### src/rtl/spmv_tile_scheduler.sv
// Tile scheduler for the SpMV core: fetches value, column and vector words per tile, then starts the core on the tile.
// Optional performance counters are built when SPMV_SCHED_PERF_EN is defined.
module spmv_tile_scheduler #(
    parameter int ADDR_W    = 16,
    parameter int BUF_DEPTH = 17
) (
    input  logic              i_clk,
    input  logic              i_rst,
    input  logic              i_job_valid,
    output logic              o_job_ready,
    input  logic [135:0]      i_row_ptr,
    input  logic [ADDR_W-1:0] i_val_base,
    input  logic [ADDR_W-1:0] i_col_base,
    input  logic [ADDR_W-1:0] i_vec_base,
    output logic              o_mem_req,
    output logic [ADDR_W-1:0] o_mem_addr,
    input  logic              i_mem_gnt,
    input  logic              i_mem_rvalid,
    input  logic [15:0]       i_mem_rdata,
    output logic              o_core_start,
    input  logic [2:0]        i_core_state,
    output logic [15:0]       o_core_data_A,
    output logic [15:0]       o_core_data_B,
    output logic [7:0]        o_core_count,
    output logic [135:0]      o_core_row_ptr,
    output logic              o_done,
`ifdef SPMV_SCHED_PERF_EN
    output logic [31:0]       o_perf_mem_wait,
    output logic [31:0]       o_perf_run,
`endif
    output logic              o_busy
);

    localparam int K_W = $clog2(BUF_DEPTH);
    localparam logic [2:0] CORE_IDLE  = 3'd0;
    localparam logic [2:0] CORE_WRITE = 3'd4;

    typedef enum logic [2:0] {
        S_IDLE,
        S_F_VAL,
        S_F_COL,
        S_F_VEC,
        S_START,
        S_RUN,
        S_DONE
    } state_t;

    state_t state;
    state_t state_next;

    logic [135:0]      row_ptr_q;
    logic [ADDR_W-1:0] val_base;
    logic [ADDR_W-1:0] col_base;
    logic [ADDR_W-1:0] vec_base;
    logic [ADDR_W-1:0] col_q;
    logic [7:0]        count;
    logic [7:0]        tile_start;
    logic [K_W-1:0]    entry;
    logic              wait_rv;
    logic              seen_write;

    logic [15:0] buf_a [BUF_DEPTH];
    logic [15:0] buf_b [BUF_DEPTH];

    logic [7:0]     nnz;
    logic [7:0]     idx;
    logic           last_entry;
    logic [K_W-1:0] run_off;
    logic           accept;
    logic           issue;
    logic           rdone;

    assign nnz        = row_ptr_q[135:128];
    assign idx        = tile_start + 8'(entry);
    // Same finish rule as the core: tile ends on the last nonzero or on a nonzero multiple of 16.
    assign last_entry = (idx == nnz - 8'd1) || ((idx != 8'd0) && (idx[3:0] == 4'd0));
    assign run_off    = K_W'(count - tile_start);
    assign accept     = i_job_valid && (state == S_IDLE);
    assign issue      = o_mem_req && i_mem_gnt;
    assign rdone      = wait_rv && i_mem_rvalid;

    always_ff @(posedge i_clk) begin
        if (i_rst) begin
            state <= S_IDLE;
        end else begin
            state <= state_next;
        end
    end

    always_comb begin
        state_next   = state;
        o_mem_req    = 1'b0;
        o_mem_addr   = '0;
        o_core_start = 1'b0;
        o_done       = 1'b0;
        unique case (state)
            S_IDLE: begin
                if (i_job_valid) begin
                    state_next = (i_row_ptr[135:128] == 8'd0) ? S_DONE : S_F_VAL;
                end
            end
            S_F_VAL: begin
                o_mem_req  = !wait_rv;
                o_mem_addr = val_base + ADDR_W'(idx);
                if (rdone) state_next = S_F_COL;
            end
            S_F_COL: begin
                o_mem_req  = !wait_rv;
                o_mem_addr = col_base + ADDR_W'(idx);
                if (rdone) state_next = S_F_VEC;
            end
            S_F_VEC: begin
                o_mem_req  = !wait_rv;
                o_mem_addr = vec_base + col_q;
                if (rdone) state_next = last_entry ? S_START : S_F_VAL;
            end
            S_START: begin
                if (i_core_state == CORE_IDLE) begin
                    o_core_start = 1'b1;
                    state_next   = S_RUN;
                end
            end
            S_RUN: begin
                if ((i_core_state == CORE_IDLE) && seen_write) begin
                    state_next = (count == nnz) ? S_DONE : S_F_VAL;
                end
            end
            S_DONE: begin
                o_done     = 1'b1;
                state_next = S_IDLE;
            end
            default: state_next = S_IDLE;
        endcase
    end

    always_ff @(posedge i_clk) begin
        if (i_rst) begin
            row_ptr_q  <= '0;
            val_base   <= '0;
            col_base   <= '0;
            vec_base   <= '0;
            col_q      <= '0;
            count      <= '0;
            tile_start <= '0;
            entry      <= '0;
            wait_rv    <= 1'b0;
            seen_write <= 1'b0;
        end else begin
            if (accept) begin
                row_ptr_q  <= i_row_ptr;
                val_base   <= i_val_base;
                col_base   <= i_col_base;
                vec_base   <= i_vec_base;
                count      <= '0;
                tile_start <= '0;
                entry      <= '0;
            end
            if (issue) begin
                wait_rv <= 1'b1;
            end else if (rdone) begin
                wait_rv <= 1'b0;
            end
            if (rdone && (state == S_F_COL)) begin
                col_q <= i_mem_rdata[ADDR_W-1:0];
            end
            if (rdone && (state == S_F_VEC) && !last_entry) begin
                entry <= entry + K_W'(1);
            end
            if (state == S_START) begin
                seen_write <= 1'b0;
            end
            // The core returning to IDLE after a WRITE marks the end of the tile.
            if (state == S_RUN) begin
                if (i_core_state == CORE_WRITE) begin
                    count      <= count + 8'd1;
                    seen_write <= 1'b1;
                end else if ((i_core_state == CORE_IDLE) && seen_write) begin
                    tile_start <= count;
                    entry      <= '0;
                    seen_write <= 1'b0;
                end
            end
        end
    end

    always_ff @(posedge i_clk) begin
        if (rdone && (state == S_F_VAL)) begin
            buf_a[entry] <= i_mem_rdata;
        end
        if (rdone && (state == S_F_VEC)) begin
            buf_b[entry] <= i_mem_rdata;
        end
    end

    assign o_core_data_A  = (state == S_RUN) ? buf_a[run_off] : 16'd0;
    assign o_core_data_B  = (state == S_RUN) ? buf_b[run_off] : 16'd0;
    assign o_core_count   = count;
    assign o_core_row_ptr = row_ptr_q;
    assign o_busy         = (state != S_IDLE);
    assign o_job_ready    = (state == S_IDLE);

`ifdef SPMV_SCHED_PERF_EN
    function automatic logic [31:0] sat_inc(input logic [31:0] v);
        return (v == 32'hFFFF_FFFF) ? v : v + 32'd1;
    endfunction

    logic [31:0] perf_mem_wait;
    logic [31:0] perf_run;

    always_ff @(posedge i_clk) begin
        if (i_rst || accept) begin
            perf_mem_wait <= '0;
            perf_run      <= '0;
        end else begin
            if ((o_mem_req && !i_mem_gnt) || (wait_rv && !i_mem_rvalid)) begin
                perf_mem_wait <= sat_inc(perf_mem_wait);
            end
            if (state == S_RUN) begin
                perf_run <= sat_inc(perf_run);
            end
        end
    end

    assign o_perf_mem_wait = perf_mem_wait;
    assign o_perf_run      = perf_run;
`endif

endmodule

### config.mk
export PLATFORM = sky130hd
export DESIGN_NAME = spmv_tile_scheduler
export DESIGN_NICKNAME = d
export VERILOG_FILES = /design/src/rtl/spmv_tile_scheduler.sv
export SDC_FILE = /design/constraint.sdc
export NUM_CORES = 1
export LEC_CHECK = 0
export CAP_MARGIN = 30
export CORE_MARGIN = 5
export CORE_UTILIZATION = 40
export CTS_BUF_LIST = sky130_fd_sc_hd__clkbuf_2
export DETAILED_ROUTE_END_ITERATION = 16
export GPL_ROUTABILITY_DRIVEN = 0
export SLEW_MARGIN = 20
export SYNTH_ARGS = -nofsm -noshare
export SYNTH_HDL_FRONTEND = slang
export SYNTH_SLANG_ARGS = --single-unit
### constraint.sdc
create_clock -name i_clk -period 5.63 [get_ports i_clk]
set_input_delay 0.563 -clock i_clk [delete_from_list [all_inputs] [get_ports i_clk]]
set_output_delay 0.563 -clock i_clk [all_outputs]
set_load 0.03 [all_outputs]
Yosys cells after proc, flatten, opt, wreduce, memory -nomap -nowiden
Memory sizes are Yosys's and may differ from the RTL's. Cells that the tools add are included.

Register bits: 226. RAM bits: 544. Input port bits: 208. Output and inout bits: 197. Memories kept: 2.

$add $sub $neg: 8. Eq/ne operators: 15. Muxes and demuxes: 39. Reductions and logical operators: 21.

Memory list: buf_a (words 17, width 16, read ports 1, clocked after memory_dff 0, write ports 1, line 62) `logic [15:0] buf_a [BUF_DEPTH];`; buf_b (words 17, width 16, read ports 1, clocked after memory_dff 0, write ports 1, line 63) `logic [15:0] buf_b [BUF_DEPTH];`.

Operator list (count): 8-bit 2-to-1 mux (7); 16-bit case mux with 3 select lines (1); 16-bit by 8-bit adder with 16-bit output (2); 16-bit 2-to-1 mux (2); 3-bit 2-to-1 mux (9); 5-bit 2-to-1 mux (5); 3-bit case mux with 6 select lines (1); 16-bit adder (1); 8-bit == test (2); 1-bit 2-to-1 mux (14); 3-bit == test (second input constant) (4); 2-bit inequality test (second input constant) (6); 1-bit logical AND (9); 8-bit by 1-bit adder with 8-bit output (second input constant) (1); 8-bit by 5-bit adder with 8-bit output (1); 8-bit zero test (1); 8-bit nonzero test (1); 8-bit by 1-bit subtractor with 8-bit output (second input constant) (1); 3-bit by 2-bit == test with 1-bit output (second input constant) (2); 3-bit zero test (2); 6-bit AND reduction (1); 5-bit by 1-bit adder with 5-bit output (second input constant) (1); 5-bit subtractor (1); 4-bit zero test (1); other kinds (6) (7).

Depth between registers and ports, before layout
Gate-level depths: netlist (run 1).

Word-level depth: 10. Gate-level depth with buffers: 15.

Worst setup path after synthesis (run 1)
No wires, ideal clock.

Path type: reg-to-output. From: register entry[0]. To: output o_mem_addr[11]. Arrival: 3.776 ns. Required time: 5.067 ns. Setup slack: 1.291 ns. Stages on the path, launching flop included: 12. Path through: dfxtp_1 ha_1 fa_1 and3_1 or3_4 and2_4 ha_1 a21oi_1 o221ai_1 o32ai_1 nor3_1 o32ai_1.

Longest elaborated chain between the ends: 3. Elaborated cells between the ends (all ways): 4.

Ends and longest elaborated chain: from (decl) (line 58) `logic [K_W-1:0] entry;`; from (signal assigned) (line 167) `entry <= entry + K_W'(1);`; 8-bit by 5-bit adder with 8-bit output * (line 74) `assign idx = tile_start + 8'(entry);`; 16-bit by 8-bit adder with 16-bit output, on equally long branches (line 109, 104); 16-bit case mux with 3 select lines * (line 96) `unique case (state)`; to (decl) (line 16) `output logic [ADDR_W-1:0] o_mem_addr,`.

Every way passes the cells marked *; elsewhere a longest branch is shown, timed or not.

Worst setup path in the final report (run 1)
From: register tile_start[0]. To: output o_mem_addr[9].

Longest elaborated chain between the ends: 3. Elaborated cells between the ends (all ways): 4.

Ends and longest elaborated chain: from (decl) (line 57) `logic [7:0] tile_start;`; from (signal assigned) (line 178) `tile_start <= count;`; 8-bit by 5-bit adder with 8-bit output * (line 74); 16-bit by 8-bit adder with 16-bit output, on equally long branches (line 109, 104); 16-bit case mux with 3 select lines * (line 96).

Marked as above.

==> reports/qor.txt, run 1 <==
status: finished clean
reg2reg start: tile_start[0]$_SDFF_PP0_
final period utilization: 95.87%
# clock sinks: 770
total CTS buffers: 192
most frequent cells in the layout: 544 x edfxtp_1, 517 x nand2_1, 359 x clkdlybuf4s50_1
final instance area: 41140 um^2
worst slew pin tran: 0.9244 ns
synth warn: 0
path depth of the worst reg2reg path: 11
Crit path max-delay family: compound AO/OA/AOI/OAI gates
CP required: 5.07 ns
Post-synth EDFFs: 544
Final HPWL DP: 57330 um
CP arrival: 4.83 ns
Starting Density: 40.24%
antenna-violating nets left: 0
critical-path maximum fanout: 4
DR WL/cell: 22.31 um
Hold Path Depth: 5
Placed Instances: 3629
register bit count reported by yosys: 770
Period minus WS final: 5.397 ns
root buffer cell: clkbuf_2
Iteration-0 DRC Markers: 1619
Crit-path slowest cell: o32ai_4
Rows: 102
syn_area_per_cell: 13.84 um^2
crit path cell chain: ha_4 > fa_2 > and3_4 > or3_4 > and2_4 > ha_4 > a21oi_4 > o221ai_4 > o32ai_4 > buf_6 > nor3_4 > xor2_1 > o22ai_1 > buf_4
non-filler cells, final: 4204
Fin. Hold Viols: 0
Die Width: 288.9 um
R2R Path End: entry[4]$_SDFF_PP0_
Hold Crit Start: i_mem_rvalid
TritonCTS clock tree: done
most common cell after layout, fill and taps aside: edfxtp_1
clock-pin slew on the worst setup and hold paths: 0.11 ns
antenna violations before repair: 3
Worst-Skew Late Latency: 1.41 ns
RSZ-0062 raised after global routing: yes
ys flop type: edfxtp_1
Finish-stage setup viols: 0
Post-synth ARST share: 0%
Max Clock Skew: 0.1349 ns
Buf/Inv on CP: 2
Die Area: 83480 um^2
total grt overflow: 0
Leak: 14.49 nW
area post-placement: 36650 um^2
Synth Net Count: 2498
H-tree lvl count: 4
DRC Markers: 0
Die Span Y: 288.9 um
number of global-route vias before repair: 23000
CP Class: reg -> out
largest net degree at the start of global routing: 98
post-synthesis cell count: 2249
power per cell area: 310.8 nW/um^2
fill cell count: 6579
worst-case clock buffer depth: 3
number of I/O pins: 405
Slew Limit Fails: 0
post-synthesis sequential area ratio: 67.03%
fraction of layout cells with a size suffix above 1: 20.15%
fin nets: 3263
FMAX: 185.3 MHz
Total GRT Usage: 21.98%
r2r setup slk: 2.20 ns
Synth Cell Area: 31120 um^2
total core area: 77340 um^2
CP most frequent cell: ha_4
Syn-to-layout area delta: 32.21%
crit path capture type: output port
crit start category: flip-flop
Port Buf Inserts: 404
slew margin rel.: 38.07%
first-pass GRT wire length: 138800 um
First-pass DRT Iterations: 5
total number of vias: 21990
total wire length: 93800 um
Max rail drop VDD: 0.2252 mV
worst min path class: in -> reg
Cell variety after synth: 66
Max Cap Violations: 0
CP peak stage delay: 0.42 ns
Vias per Instance: 5.231
WHS Endpoint: col_q[6]$_SDFFE_PP0P_
## metrics by stage
stage	setup TNS [ns]	util (%)	hold slack (ns)	setup slack [ns]	power [mW]
after floorplan	0	-	0.4329	1.291	7.879
after global placement	0	47.35	0.4417	0.7174	8.823
after detailed placement	0	47.39	0.4469	0.6323	8.858
after CTS	-0.3593	52.65	0.01059	-0.03538	12.86
after global routing	-0.1105	53.19	0.09341	-0.07115	13.43
final	0	53.20	0.2424	0.2326	12.79
## worst max path at each step
stage,startpoint,endpoint,slack (ns),depth (start not counted)
after floorplan,entry[0]$_SDFF_PP0_,o_mem_addr[11],1.29,11
after global placement,entry[0]$_SDFF_PP0_,o_mem_addr[15],0.72,13
after detailed placement,entry[0]$_SDFF_PP0_,o_mem_addr[15],0.63,13
after CTS,o_core_count[0]$_SDFF_PP0_,o_core_data_A[10],-0.04,10
after global routing,tile_start[1]$_SDFF_PP0_,o_mem_addr[9],-0.07,14
final,tile_start[0]$_SDFF_PP0_,o_mem_addr[9],0.23,14
## worst reg2reg max path, cell delays in order, from the launching register on
cell	delay, ns
dfxtp_4	0.37
ha_4	0.16
fa_2	0.34
buf_4	0.16
a21oi_1	0.14
o21a_1	0.15
or3_1	0.15
nand2_1	0.29
o41a_1	0.47
or2_0	0.37
or4_1	0.57
nand2_1	0.09
## layout make-up
| class | instances | area, um^2 | share of cell area [%] |
|---|---|---|---|
| Clock inverter | 64 | 425.4 | 1.034 |
| Inverter | 20 | 75.07 | 0.1825 |
| Sequential cell | 770 | 20880 | 50.74 |
| Timing Repair Buffer | 706 | 7017 | 17.05 |
| Antenna cell | 3 | 7.507 | 0.01825 |
| Multi-Input combinational cell | 1324 | 10060 | 24.44 |
| Clock buffer | 277 | 1386 | 3.369 |
| Tap cell | 1040 | 1301 | 3.163 |
## metal layers
layer	part of all wire, %	GRT usage, %
met1	39	27.33
met2	50	36.93
met3	8.1	6.310
met4	2.6	7.813
met5	0.0075	0
## kinds of logic (layout without fill, tap and decap cells)
| kind of cell | Yosys count | count (layout) | share of synthesized area [%] |
|---|---|---|---|
| flops | 770 | 770 | 67.03 |
| compound gates | 358 | 358 | 6.421 |
| buf+inv | 155 | 1067 | 1.890 |
| simple gates | 696 | 696 | 9.243 |
| other cells | 0 | 3 | 0 |
| fa+ha+maj | 41 | 41 | 1.745 |
| xor+xnor | 54 | 54 | 1.608 |
| mux | 175 | 175 | 12.07 |
## power by group
| group | internal (mW) | switching (mW) |
|---|---|---|
| Sequential | 6.29 | 0.182 |
| Clock | 1.54 | 2.31 |
| Combinational | 0.951 | 1.51 |
| Total | 8.78 | 4.01 |
## what timing repair did
item	in CTS	in global routing
hold buffers	209	0
endpoints found under the hold margin	698	0
gates resized for setup	100	49
pin swaps	8	18
setup endpoints to repair	44	31
gates cloned	1	3
setup buffers	3	11
## synth_stat cells (11+ instances only)
master / instances / area [um^2]
edfxtp_1: 544 / 16340
nand2_1: 520 / 1952
a21oi_1: 274 / 1371
dfxtp_1: 226 / 4524
mux4_2: 160 / 3603
clkbuf_1: 120 / 450.4
nor2_1: 68 / 255.2
ha_1: 37 / 462.9
xnor2_1: 29 / 254.0
nand3_1: 25 / 125.1
xor2_1: 23 / 201.4
inv_1: 20 / 75.07
o21ai_0: 19 / 95.09
nor3_1: 15 / 75.07
mux2i_1: 14 / 140.1
nand4_1: 11 / 68.82
## state kept, by name, indices dropped and copies added, names as in the netlist
name,count
buf_a,272
buf_b,272
col_base,16
col_q,16
entry,5
o_core_count,8
o_core_row_ptr,136
seen_write,1
state,3
tile_start,8
val_base,16
vec_base,16
wait_rv,1
No activity file was read; power rests on OpenSTA's default activity.
==> run 2, diff against run 1 <==
--- a/config.mk
+++ b/config.mk
@@ -11,6 +11,7 @@
 export CTS_BUF_LIST = sky130_fd_sc_hd__clkbuf_2
 export DETAILED_ROUTE_END_ITERATION = 16
 export GPL_ROUTABILITY_DRIVEN = 0
+export SETUP_SLACK_MARGIN = 0.05
 export SLEW_MARGIN = 20
 export SYNTH_ARGS = -nofsm -noshare
 export SYNTH_HDL_FRONTEND = slang
==> run 2 against run 1 <==
  * First-iteration DRC count fell by 2.8%
  * Design area about the same
  * Clock power barely moved
  * Combinational power is essentially flat
  * Cell count about the same
  * Count of clock-buffer cells in the layout stayed put
  * Wire length decreased by 0.28%
  * Die area did not move
  * Via count up 0.14%
  * Flip-flop and latch count is the same
==> reports/qor.txt, run 2 (synthesized netlist as in run 1, its figures left out) <==
status: finished clean
first-pass GRT wire length: 139000 um
Final HPWL DP: 57330 um
# clock sinks: 770
Die Area: 83480 um^2
Hold Crit Start: i_mem_rdata[10]
Psw: 3.997 mW
antenna violations before repair: 3
Max Clock Skew: 0.1368 ns
R2R Path End: entry[4]$_SDFF_PP0_
CP Class: reg -> out
Comb pwr share: 19.3%
register share of total power: 50.6%
worst slew pin tran: 0.9115 ns
H-tree lvl count: 4
DRC Markers: 0
reg2reg start: tile_start[0]$_SDFF_PP0_
First-pass DRT Iterations: 5
number of global-route vias before repair: 22990
Clock power frac: 30.1%
Die Width: 288.9 um
Max rail drop VDD: 0.2256 mV
post-place setup slack: 0.6323 ns
WHS Endpoint: buf_b[2][10]$_DFFE_PP_
Int Pwr: 8.786 mW
setup ws final: 0.2076 ns
clock-pin slew on the worst setup and hold paths: 0.10 ns
Fin. Hold Viols: 0
Slew Limit Fails: 0
Rows: 102
most frequent cells in the layout: 544 x edfxtp_1, 517 x nand2_1, 358 x clkdlybuf4s50_1
fraction of layout cells with a size suffix above 1: 20.61%
overall power: 12.78 mW
critical-path maximum fanout: 4
total core area: 77340 um^2
Vias per Instance: 5.234
Placed Instances: 3629
Sw Ratio: 31.27%
crit start category: flip-flop
Worst-Skew Late Latency: 1.41 ns
most common cell after layout, fill and taps aside: edfxtp_1
Max Cap Violations: 0
Hold Path Depth: 1
register area: 20880 um^2
multi-input logic area: 10030 um^2
path depth of the worst reg2reg path: 11
Leak: 14.51 nW
r2r setup slk: 2.08 ns
RSZ-0062 raised after global routing: yes
CP required: 5.07 ns
total grt overflow: 0
total number of vias: 22020
Port Buf Inserts: 404
Die Span Y: 288.9 um
antenna-violating nets left: 0
FMAX: 184.4 MHz
Syn-to-layout area delta: 32.10%
DR WL/cell: 22.23 um
total CTS buffers: 192
final period utilization: 96.31%
Total GRT Usage: 22.04%
worst-case clock buffer depth: 3
slew margin rel.: 38.93%
total wire length: 93540 um
WHS: 0.2442 ns
post-route setup TNS: 0 ns
power per cell area: 310.9 nW/um^2
Starting Density: 40.24%
non-filler cells, final: 4207
fin nets: 3266
root buffer cell: clkbuf_2
Period minus WS final: 5.422 ns
TritonCTS clock tree: done
worst min path class: in -> reg
largest net degree at the start of global routing: 98
Iteration-0 DRC Markers: 1573
crit path capture type: output port
fill cell count: 6600
number of I/O pins: 405
CP arrival: 4.86 ns
Finish-stage setup viols: 0
## run 2: cell type report
type | count | share of cell area, %
Sequential cell | 770 | 50.79
Multi-Input combinational cell | 1324 | 24.39
Antenna cell | 3 | 0.01826
Clock inverter | 64 | 1.035
Timing Repair Buffer | 709 | 17.06
Inverter | 20 | 0.1826
Clock buffer | 277 | 3.372
Tap cell | 1040 | 3.165
## run 2: worst max path at each step
| stage | startpoint | endpoint | slack [ns] | depth (start not counted) |
|---|---|---|---|---|
| final | tile_start[0]$_SDFF_PP0_ | o_mem_addr[9] | 0.21 | 16 |
| after global routing | tile_start[0]$_SDFF_PP0_ | o_mem_addr[9] | -0.15 | 16 |
| after CTS | tile_start[4]$_SDFF_PP0_ | o_mem_addr[15] | 0.04 | 14 |
| after detailed placement | entry[0]$_SDFF_PP0_ | o_mem_addr[15] | 0.63 | 13 |
| after global placement | entry[0]$_SDFF_PP0_ | o_mem_addr[15] | 0.72 | 13 |
| after floorplan | entry[0]$_SDFF_PP0_ | o_mem_addr[11] | 1.29 | 11 |
## run 2: through the flow
stage / instance area (um^2) / utilization (%)
floorplan: 31120 / -
global placement: 36620 / 47.35
detailed placement: 36650 / 47.39
CTS: 40860 / 52.84
global route: 41110 / 53.15
finish: 41110 / 53.16
## run 2: power by group through the flow
stage / registers (mW) / clock network [mW] / logic, mW
finish: 6.47 / 3.84 / 2.47
global route: 6.51 / 4.28 / 2.64
detailed placement: 6.59 / 0 / 2.27
global placement: 6.58 / 0 / 2.24
floorplan: 6.88 / 0 / 1.00
CTS: 6.47 / 3.98 / 2.42
## run 2: layer usage
layer  share of wire (%)  track usage, %  vias to the layer above
met2                  50           36.96                      946
met1                  39           27.53                    10940
met5              0.0075               0                        -
met4                 2.6           7.765                        2
met3                 8.1           6.310                      152
li1                    -               -                     9982
## run 2: worst max-delay path, stage by stage (launching register included)
cell and delay (ns):
dfxtp_4 0.37, ha_4 0.17, buf_4 0.14, a211oi_4 0.28
nor2_1 0.14, xnor2_1 0.31, ha_1 0.32, o21ai_1 0.14
nor3_4 0.07, nand4_1 0.15, o221ai_4 0.17, o32ai_4 0.42
buf_6 0.17, nor3_4 0.03, xor2_1 0.18, o22ai_1 0.21
buf_4 0.21
## run 2: repair_timing
action                                  4_1_cts  5_1_grt
buffers inserted                              7       12
pin swaps                                    11       16
resized for setup                           124       45
endpoints found under the hold margin       698        0
hold buffers                                209        0
endpoints found under the setup margin       44       18
gates cloned                                  2        0
==> edit, RTL diff (config.mk and constraints of run 1) <==
Change the parameter `BUF_DEPTH` from 17 to 34.
--- a/src/rtl/spmv_tile_scheduler.sv
+++ b/src/rtl/spmv_tile_scheduler.sv
@@ -2,7 +2,7 @@
 // Optional performance counters are built when SPMV_SCHED_PERF_EN is defined.
 module spmv_tile_scheduler #(
     parameter int ADDR_W    = 16,
-    parameter int BUF_DEPTH = 17
+    parameter int BUF_DEPTH = 34
 ) (
     input  logic              i_clk,
     input  logic              i_rst,
Behaviour: no difference found for any inputs over 4 cycles, from zero or initial values and one cycle with i_rst high; that may be too few to reach the edited logic, so the function may still have changed.
==> edit against run 1 <==
Highest routed layer unchanged. Total power grew 43%. Sequential cell count increased by 545. Largest power group unchanged. Combinational power decreased by 48%. Clock skew is 0.028 ns lower. Setup slack worse by 0.15 ns. Utilization increased by 0.44 points. Critical path depth grew 1. Global-route usage is 0.88 points higher. Wire length grew 69%. Critical endpoint is now o_core_data_B[14]. Count of clock-buffer cells in the layout rose by 216. Area after synthesis is 68% higher. Cell area rose by 69%. Sequential share of layout area increased by 2.8 points.
==> edit: results (changes against run 1) <==
first-pass GRT wire length=234,000 um (+68%); Rel. slew slack=0.135 (-0.246); post-CTS sizing=334 (+230%); GRT met3 Usage=0.0532 (-0.00995); clk buf depth=4 (+1); Critical Path Slowest Stage Cell=fa_4; status=complete, no violations; DRT met1 WL=62,200 um (+69%); RR Startpoint=tile_start[3]; VDD IR max=215 uV (-4.7%); CTS Buf Count=353 (+84%); vias in the first global route=36.4k (+58%); Filler Cell Count=10.3k (+57%); Final #Nets=4,715 (+44%); DR iter-0 viols=3,078 (+90%); initial antenna violation count=9 (+6); DRT Pass-1 Iters=7 (+2); Hold Path Origin=i_mem_rdata[5]; Synth area leaders=edfxtp_1, mux4_2, dfxtp_1; routed vias=34.4k (+57%); largest net degree at the start of global routing=200 (+100%); grt met1 use=0.294 (+0.0203); M2 GR Usage=0.379 (+0.00967); setup bufs post-CTS=54 (+51); mean post-synth cell area=16.8 um2 (+22%); hpwl dp=88,800 um (+55%); WL met3=12,600 um (+65%); CP max stage delay=0.82 ns (+0.40 ns); Commonest cells post-synth=edfxtp_1, nand2_1, mux4_2; wirelength, routed=159,000 um (+69%); worst skew pair latency=1.57 ns (+0.16 ns); most used cell, CP=buf_12
[edit: cell type report]
type,count,area (um2),share of cell area
Antenna cell,9,22.5,0.000324
Inverter,28,105,0.00151
Clock inverter,69,377,0.00542
Sequential cell,1315,37200,0.535
Timing Repair Buffer,1189,12000,0.173
Clock buffer,493,2470,0.0355
Multi-Input combinational cell,1580,15100,0.218
Tap cell,1742,2180,0.0313
[edit: power breakdown]
| group | switching (mW) | total (mW) | leakage [nW] | internal [mW] |
|---|---|---|---|---|
| clock network | 3.82 | 6.31 | 2.24 | 2.49 |
| registers | 0.0725 | 10.7 | 11.6 | 10.6 |
| logic | 0.670 | 1.28 | 10.7 | 0.606 |
[edit: cells by family after synthesis]
| family | after synthesis | share of synthesized area |
|---|---|---|
| buf+inv | 211 | 0.0160 |
| xor+xnor | 58 | 0.0105 |
| simple gates | 722 | 0.0599 |
| fa+ha+maj | 41 | 0.0103 |
| mux | 367 | 0.147 |
| compound gates | 392 | 0.0447 |
| flops | 1315 | 0.712 |
